**config.mk**
```make
export PLATFORM = sky130hd
export DESIGN_NAME = flag_unit
export DESIGN_NICKNAME = d
export VERILOG_FILES = /design/src/rtl/flag_unit.sv
export SDC_FILE = /design/constraint.sdc
export NUM_CORES = 1
export LEC_CHECK = 0
export CAP_MARGIN = 20
export CORE_MARGIN = 4
export CORE_UTILIZATION = 30
export CTS_BUF_LIST = sky130_fd_sc_hd__clkbuf_16
export DETAILED_ROUTE_END_ITERATION = 6
export PLACE_DENSITY = 0.47
export REMOVE_ABC_BUFFERS = 1
export SETUP_SLACK_MARGIN = 0.05
export SLEW_MARGIN = 20
export SYNTH_ARGS = -nofsm -noshare
export SYNTH_HDL_FRONTEND = slang
export SYNTH_SLANG_ARGS = --single-unit
```
**constraint.sdc**
```tcl
create_clock -name clk -period 4.4 [get_ports clk]
set_input_delay 0.44 -clock clk [delete_from_list [all_inputs] [get_ports clk]]
set_output_delay 0.44 -clock clk [all_outputs]
set_load 0.02 [all_outputs]
```
**src/rtl/flag_unit.sv**
```systemverilog
// Architectural {c,o,s,z} flags register with ALU flag generation, explicit loads
// and a DEPTH-entry LIFO shadow stack for interrupt save/restore.
module flag_unit #(
  parameter int WIDTH = 16,
  parameter int DEPTH = 4
) (
  input  logic                         clk,
  input  logic                         rst_n,
  input  logic                         upd_valid,
  input  logic [2:0]                   upd_op,
  input  logic [3:0]                   upd_mask,
  input  logic [WIDTH-1:0]             upd_a,
  input  logic [WIDTH-1:0]             upd_b,
  input  logic                         ld_valid,
  input  logic [3:0]                   ld_flags,
  input  logic                         irq_save,
  input  logic                         irq_restore,
  input  logic                         err_clr,
  output logic [3:0]                   flags_o,
  output logic [$clog2(DEPTH+1)-1:0]   depth_o,
  output logic                         ovf_o,
  output logic                         unf_o
);

  localparam int DW  = $clog2(DEPTH+1);
  localparam int MSB = WIDTH - 1;

  typedef enum logic [2:0] {
    OP_ADD  = 3'b000,
    OP_ADC  = 3'b001,
    OP_SUB  = 3'b010,
    OP_SBB  = 3'b011,
    OP_AND  = 3'b100,
    OP_OR   = 3'b101,
    OP_XOR  = 3'b110,
    OP_SHR1 = 3'b111
  } op_e;

  logic [3:0]       r_flags;
  logic [DW-1:0]    r_depth;
  logic             r_ovf;
  logic             r_unf;
  logic [3:0]       r_stack [DEPTH];

  op_e              w_op;
  logic             w_cin;
  logic [WIDTH:0]   w_sum;
  logic [WIDTH:0]   w_dif;
  logic [WIDTH-1:0] w_res;
  logic             w_c;
  logic             w_o;
  logic [3:0]       w_alu_flags;
  logic [3:0]       w_norm_flags;
  logic [3:0]       w_next_flags;
  logic             w_empty;
  logic             w_full;
  logic [DW-1:0]    w_top_idx;
  logic [3:0]       w_top;
  logic             w_pop;
  logic             w_push;
  logic             w_swap;
  logic             w_ovf_evt;
  logic             w_unf_evt;
  logic [DW-1:0]    w_next_depth;
  logic             w_wr_en;
  logic [DW-1:0]    w_wr_idx;
  logic [3:0]       w_wr_data;

  assign w_op  = op_e'(upd_op);
  assign w_cin = ((w_op == OP_ADC) || (w_op == OP_SBB)) && r_flags[3];
  assign w_sum = {1'b0, upd_a} + {1'b0, upd_b} + {{WIDTH{1'b0}}, w_cin};
  // Bit WIDTH of the extended difference is the borrow (a < b + cin).
  assign w_dif = {1'b0, upd_a} - {1'b0, upd_b} - {{WIDTH{1'b0}}, w_cin};

  // NOTE: every always_comb output gets a default first so no latch is inferred.
  always_comb begin
    w_res = '0;
    w_c   = 1'b0;
    w_o   = 1'b0;
    unique case (w_op)
      OP_ADD, OP_ADC: begin
        w_res = w_sum[WIDTH-1:0];
        w_c   = w_sum[WIDTH];
        w_o   = (upd_a[MSB] == upd_b[MSB]) && (w_sum[MSB] != upd_a[MSB]);
      end
      OP_SUB, OP_SBB: begin
        w_res = w_dif[WIDTH-1:0];
        w_c   = w_dif[WIDTH];
        w_o   = (upd_a[MSB] != upd_b[MSB]) && (w_dif[MSB] != upd_a[MSB]);
      end
      OP_AND:  w_res = upd_a & upd_b;
      OP_OR:   w_res = upd_a | upd_b;
      OP_XOR:  w_res = upd_a ^ upd_b;
      OP_SHR1: begin
        w_res = upd_a >> 1;
        w_c   = upd_a[0];
      end
      default: ;
    endcase
  end

  assign w_alu_flags = {w_c, w_o, w_res[MSB], (w_res == '0)};

  always_comb begin
    w_norm_flags = r_flags;
    if (ld_valid)
      w_norm_flags = ld_flags;
    else if (upd_valid)
      w_norm_flags = (r_flags & ~upd_mask) | (w_alu_flags & upd_mask);
  end

  assign w_empty   = (r_depth == '0);
  assign w_full    = (r_depth == DW'(DEPTH));
  assign w_top_idx = w_empty ? '0 : r_depth - 1'b1;
  assign w_top     = r_stack[w_top_idx];

  // A restore with a non-empty stack owns the cycle; a simultaneous save turns it into a swap.
  assign w_pop     = irq_restore && !w_empty;
  assign w_swap    = irq_save && w_pop;
  assign w_push    = irq_save && !w_pop && !w_full;
  assign w_ovf_evt = irq_save && !irq_restore && w_full;
  assign w_unf_evt = irq_restore && w_empty;

  assign w_next_flags = w_pop ? w_top : w_norm_flags;

  always_comb begin
    w_next_depth = r_depth;
    if (w_push)
      w_next_depth = r_depth + 1'b1;
    else if (w_pop && !w_swap)
      w_next_depth = r_depth - 1'b1;
  end

  always_comb begin
    w_wr_en   = 1'b0;
    w_wr_idx  = r_depth;
    w_wr_data = w_next_flags;
    if (w_push) begin
      w_wr_en = 1'b1;
    end else if (w_swap) begin
      w_wr_en   = 1'b1;
      w_wr_idx  = w_top_idx;
      w_wr_data = r_flags;
    end
  end

  always_ff @(posedge clk or negedge rst_n) begin
    if (!rst_n) begin
      r_flags <= '0;
      r_depth <= '0;
      r_ovf   <= 1'b0;
      r_unf   <= 1'b0;
    end else begin
      r_flags <= w_next_flags;
      r_depth <= w_next_depth;
      r_ovf   <= w_ovf_evt | (r_ovf & ~err_clr);
      r_unf   <= w_unf_evt | (r_unf & ~err_clr);
    end
  end

  // NOTE: stack storage has no reset; entries above depth are never read, so clearing them buys nothing.
  always_ff @(posedge clk) begin
    if (w_wr_en)
      r_stack[w_wr_idx] <= w_wr_data;
  end

  assign flags_o = r_flags;
  assign depth_o = r_depth;
  assign ovf_o   = r_ovf;
  assign unf_o   = r_unf;

endmodule

```
==> flow_summary.toml, run 1 <==
[synthesis]
yosys_register_bits = 25
synth_warnings = 0
syn-mean-instance-area_um2 = 8.31
synth_cell_types = 68
synth_edf_count = 16
syn-instance-count = 475
synthFlopType = "edfxtp_1"
ys_seq_area_share_pct = 17.9
syn_area_mm2 = 0.00395
ys_async_sr_fraction_pct = 36.0

[timing]
layout_min_cycle_time_ps = 4080
relSlewSlack_pct = 51.7
fmax_mhz = 245
slew_viol_final = 0
setup_viol = 0
fin_crit_sh_pct = 92.6
fin_setup_tns_ps = 0
hold_viol = 0
holdWs_ps = 526
fin_worst_skew_ps = 1.56
tightest_slew_ps = 705
rsz0062_at_grt = "no"

[cells_and_area]
diodes = 0
nets = 671
drive_above_1_share_pct = 9.27
fin_area_mm2 = 0.00496
n_fill_cell = 1315
area_delta_synth_final_pct = 25.6

[critical_path]
crit_path_start_kind = "primary input"
critPathBufInv = 2
required_ps = 4440
crit_fanout = 8
path_cells = "clkdlybuf4s50_1 > inv_1 > ha_1 > ha_1 > and3_1 > a221o_1 > a32o_1 > o21a_1 > or3_1 > a311oi_1 > o21ai_1 > a31oi_1"
cpMaxStageDelayCell = "clkdlybuf4s50_1"
crit_family = "compound AO/OA/AOI/OAI gates"
worstPathArrival_ps = 4120
worstSetupEndpointType = "flip-flop"
crit_top_cell = "ha_1"
path_class = "in2reg"
slowest_delay_ps = 550

[drt]
routedWlPerCell_um = 17.2
vias = 3782
drt_first_pass_iters = 5
detail-route-antenna-nets = 0
drc_errors = 0
drt-total-wl_um = 12400
viasPerCell = 5.24
dr.first_iter.drc_count = 277

[floorplan]
die_area_mm2 = 0.0151
io_pins = 59
start_util_pct = 30.9
dieHeight_um = 123
core_mm2 = 0.0128
rows = 41
die_w_um = 123

[clock_tree]
htreeDepth = 1
hold_buffers = 0
cts.path.max_buffers = 2
post-cts-setup-buffer-count = 0
cts.sinks = 25
cts-resized-gates = 0
insertion_delay_ps = 260
cts_tree = "yes"
cts-buffers-inserted = 3
clkTransAtPathRegs_ps = 70
clock_tree.root_cell = "clkbuf_16"

[placement]
dp_hpwl_um = 10400
placedInstanceArea_mm2 = 0.00488
gp_congestion = 0.832
io_buffers = 58

[power_and_ir_drop]
p_sw_mw = 0.704
clock_power_share_pct = 12.7
p_leak_nw = 2.12
p_sw_share_pct = 42.9
power_frac_seq_pct = 25.0
ir_drop_mv = 0.185
internal-power_mw = 0.939
powerDensity_mw_per_mm2 = 331
p_comb_share_pct = 62.3

[global_route]
grt_max_degree = 16
antenna_found_initial = 0
grt_pass1_wl_um = 19900
grt_pass1_vias = 3687
grt_usage_pct = 16.7
overflow = 0

[min_path]
hp-class = "in2async"

[status]
status = "completed"

[run]
maxCapViolCount = 0
## worst register-to-register path, delay by kind of cell, from the launching register on
family | cells | cell delay (ps)
AOI/OAI and AO/OA | 7 | 1720
adders and majority gates | 2 | 870
and+or+nand+nor | 2 | 450
buffers and inverters | 1 | 70
DFF | 1 | 420
## registers in the layout (all words and copies together), names as in the netlist
register  flops
depth_o       3
r_stack      16
unf_o         1
flags_o       4
ovf_o         1
## layout make-up
type / count / area (µm²) / area share (%)
timing repair buffer: 86 / 791 / 15.9
clock buffer: 3 / 75.1 / 1.51
multi-input combinational: 373 / 2930 / 59.1
inverter: 62 / 233 / 4.69
sequential: 25 / 706 / 14.2
tap: 172 / 215 / 4.34
clock inverter: 1 / 7.51 / 0.151
## through the flow
stage | cells | total power [mW] | setup WS [ps] | util [%]
floorplan | 460 | 1.06 | 1120 | -
global placement | 718 | 1.44 | 74.7 | 38.2
detailed placement | 718 | 1.44 | 54.4 | 38.2
CTS | 722 | 1.65 | 321 | 38.8
global route | 722 | 1.78 | 70.4 | 38.8
finish | 722 | 1.64 | 324 | 38.8
## cells in the final DEF (no fill, tap or decap), types with 9 or more instances in the layout
| master | n |
|---|---|
| clkdlybuf4s50_1 | 58 |
| a21oi_1 | 25 |
| buf_4 | 28 |
| inv_1 | 62 |
| o21ai_0 | 35 |
| edfxtp_1 | 16 |
| ha_1 | 66 |
| nand4_1 | 10 |
| dfrtp_1 | 9 |
| nor2_1 | 23 |
| nand2_1 | 27 |
| nor3_1 | 14 |
| a21o_1 | 9 |
| nor4_1 | 12 |
| o211ai_1 | 9 |
## final timing paths
kind / from / to / slack [ps] / depth (start not counted)
max in group asynchronous: rst_n / flags_o[3] / 3500 / 1
min in group clk: unf_o / unf_o / 530 / 2
worst min-delay path: rst_n / unf_o / 530 / 1
worst max-delay path: upd_a[12] / r_stack[1][3] / 320 / 12
worst max register to register: flags_o[3] / r_stack[2][0] / 690 / 12
worst min register to register: unf_o / unf_o / 530 / 2
## cells in the mapped netlist (3+ instances only)
master / instances / share of area (%)
nor3b_1: 3 / 0.57
ha_1: 66 / 21
xor2_1: 7 / 1.6
o22ai_1: 3 / 0.48
mux2_2: 5 / 1.4
nand2_1: 27 / 2.6
edfxtp_1: 16 / 12
clkbuf_1: 8 / 0.76
xnor2_1: 7 / 1.6
nand4_1: 10 / 1.6
inv_1: 62 / 5.9
o221ai_1: 3 / 0.67
and3_1: 4 / 0.63
nand3_1: 7 / 0.89
mux4_2: 4 / 2.3
nand2b_1: 3 / 0.48
o21bai_1: 4 / 0.76
o21ai_1: 3 / 0.38
a31oi_1: 7 / 1.1
a21o_1: 9 / 1.7
fa_1: 4 / 2.0
a211oi_1: 7 / 1.3
o21ai_0: 35 / 4.4
nand3b_1: 6 / 1.1
o21a_1: 6 / 1.1
o211ai_1: 9 / 1.7
nor2_1: 23 / 2.2
dfrtp_1: 9 / 5.7
nor3_1: 14 / 1.8
mux2i_1: 4 / 1.0
buf_2: 5 / 0.63
nor2b_1: 7 / 1.1
o41ai_1: 3 / 0.67
a21oi_1: 25 / 3.2
nor4_1: 12 / 1.9
a2111oi_0: 6 / 1.3
## power by group through the flow
stage               Sequential [mW]  Combinational [mW]  Clock (mW)
floorplan                     0.448               0.611           0
global placement              0.416                1.03           0
detailed placement            0.417                1.02           0
CTS                           0.412                1.03       0.213
global route                  0.424                1.14       0.223
finish                        0.411                1.02       0.208
## per-layer routing
layer | track usage, % | vias to the layer above | wire (µm)
met5 | 0 | - | 0
met4 | 1.47 | 0 | 52
met3 | 1.38 | 7 | 453
met2 | 26.0 | 75 | 5570
met1 | 25.8 | 1781 | 6320
li1 | - | 1919 | -
## logic make-up (layout without fill, tap and decap cells)
logic type / count (synthesis) / in the layout / synth area share [%]
simple gates: 129 / 129 / 17.8
mux: 13 / 13 / 4.72
xor+xnor: 14 / 14 / 3.11
flops: 25 / 25 / 17.9
compound gates: 147 / 147 / 25.6
fa+ha+maj: 70 / 70 / 22.9
buf+inv: 77 / 152 / 7.86
No activity file was read; power rests on OpenSTA's default activity.
==> run 2, diff against run 1 <==
--- a/config.mk
+++ b/config.mk
@@ -6,7 +6,6 @@
 export NUM_CORES = 1
 export LEC_CHECK = 0
 export CAP_MARGIN = 20
-export CORE_MARGIN = 4
 export CORE_UTILIZATION = 30
 export CTS_BUF_LIST = sky130_fd_sc_hd__clkbuf_16
 export DETAILED_ROUTE_END_ITERATION = 6
==> flow_summary.toml, run 2 (same netlist as run 1, synthesis figures left out) <==
[placement]
gp_congestion = 0.819
dp_hpwl_um = 10400
io_buffers = 58
dp.cells = 704
dpl_worst_slack_ps = 15.2

[cells_and_area]
top_register = "r_stack"
area_delta_synth_final_pct = 23.0
multi_input_area_mm2 = 0.00294
seq_area_um2 = 706
utilization_pct = 38.2
nets = 657
final_common_cell = "ha_1"
final_cells = 708
n_fill_cell = 1343
layout_common_cells = "ha_1, inv_1, clkdlybuf4s50_1"
drive_above_1_share_pct = 7.09
diodes = 0
largest_reg_flops = 16

[power_and_ir_drop]
total_power_mw = 1.63
ir_drop_mv = 0.144
p_leak_nw = 2.05
powerDensity_mw_per_mm2 = 335

[critical_path]
path_class = "in2reg"
crit_fanout = 4
worstSetupEndpointType = "flip-flop"
required_ps = 4490
crit_path_start_kind = "primary input"
rr_worst_depth = 12
worstPathArrival_ps = 4070

[timing]
setup_viol = 0
hold_viol = 0
slew_viol_final = 0
rsz0062_at_grt = "no"
fin_setup_tns_ps = 0
fin_crit_sh_pct = 90.5
fin_worst_skew_ps = 4.59
fmax_mhz = 251
layout_min_cycle_time_ps = 3980
relSlewSlack_pct = 47.3
fin_ws_ps = 419
tightest_slew_ps = 769

[floorplan]
die_w_um = 117
dieHeight_um = 117
rows = 41
start_util_pct = 31.0
die_area_mm2 = 0.0136
io_pins = 59
core_mm2 = 0.0127

[clock_tree]
cts-buffers-inserted = 3
post-cts-setup-buffer-count = 0
clkTransAtPathRegs_ps = 70
htreeDepth = 1
hold_buffers = 0
clock_tree.root_cell = "clkbuf_16"
cts-resized-gates = 0
cts.path.max_buffers = 2
insertion_delay_ps = 260
cts.sinks = 25
cts_tree = "yes"

[global_route]
antenna_found_initial = 0
grt_pass1_wl_um = 19600
grt_max_degree = 16
grt_usage_pct = 18.8
grt_pass1_vias = 3697
overflow = 0

[min_path]
hp-class = "in2async"

[drt]
detail-route-antenna-nets = 0
vias = 3851
viasPerCell = 5.44
drt_first_pass_iters = 5
drc_errors = 0
dr.first_iter.drc_count = 376
routedWlPerCell_um = 17.7
drt-total-wl_um = 12600

[status]
status = "completed"

[run]
maxCapViolCount = 0
[run 2: path summary, 6_finish.rpt]
check / startpoint / end / slack [ps]
max in group asynchronous: rst_n / flags_o[0] / 3540
min in group clk: unf_o / unf_o / 540
hold reg to reg: unf_o / unf_o / 540
hold / removal: rst_n / depth_o[0] / 510
setup / recovery: upd_op[2] / r_stack[3][0] / 420
setup reg to reg: flags_o[3] / r_stack[3][0] / 680
[run 2: final cells by class]
| cell class | instances | share of cell area (%) |
|---|---|---|
| repair buffers | 72 | 14.1 |
| flip-flops and latches | 25 | 14.5 |
| clock inverters | 1 | 0.103 |
| multi-input cells | 373 | 60.5 |
| inverters | 62 | 4.79 |
| clock buffers | 3 | 1.55 |
| well taps | 172 | 4.43 |
[run 2: power by group]
part,internal (mW),switching (mW),leakage (nW),total (mW)
registers,0.354,0.0585,0.253,0.413
logic,0.445,0.568,1.76,1.01
clock network,0.123,0.0811,0.0409,0.204
[run 2: per-layer routing]
metal | GRT usage, % | up-vias | wire length, µm
met2 | 29.5 | 110 | 5540
met3 | 2.02 | 9 | 661
met1 | 28.4 | 1836 | 6260
li1 | - | 1896 | -
met5 | 0 | - | 0
met4 | 1.86 | 0 | 93
[run 2: metrics by stage]
| step | hold slack, ps | area (µm²) |
|---|---|---|
| final | 511 | 4860 |
| after detailed placement | 538 | 4770 |
| after global routing | 558 | 4860 |
| after CTS | 535 | 4850 |
| after floorplan | 144 | 3870 |
| after global placement | 520 | 4770 |
[run 2: critical path: stages]
cell and delay [ps]:
clkdlybuf4s50_1 520, nand3b_1 180, inv_1 70, fa_1 420
fa_1 440, xor2_1 180, a2111oi_1 410, o21ai_0 160
nor4_1 280, o2111ai_1 200, nor4b_2 390, a31oi_1 170
a21oi_2 220
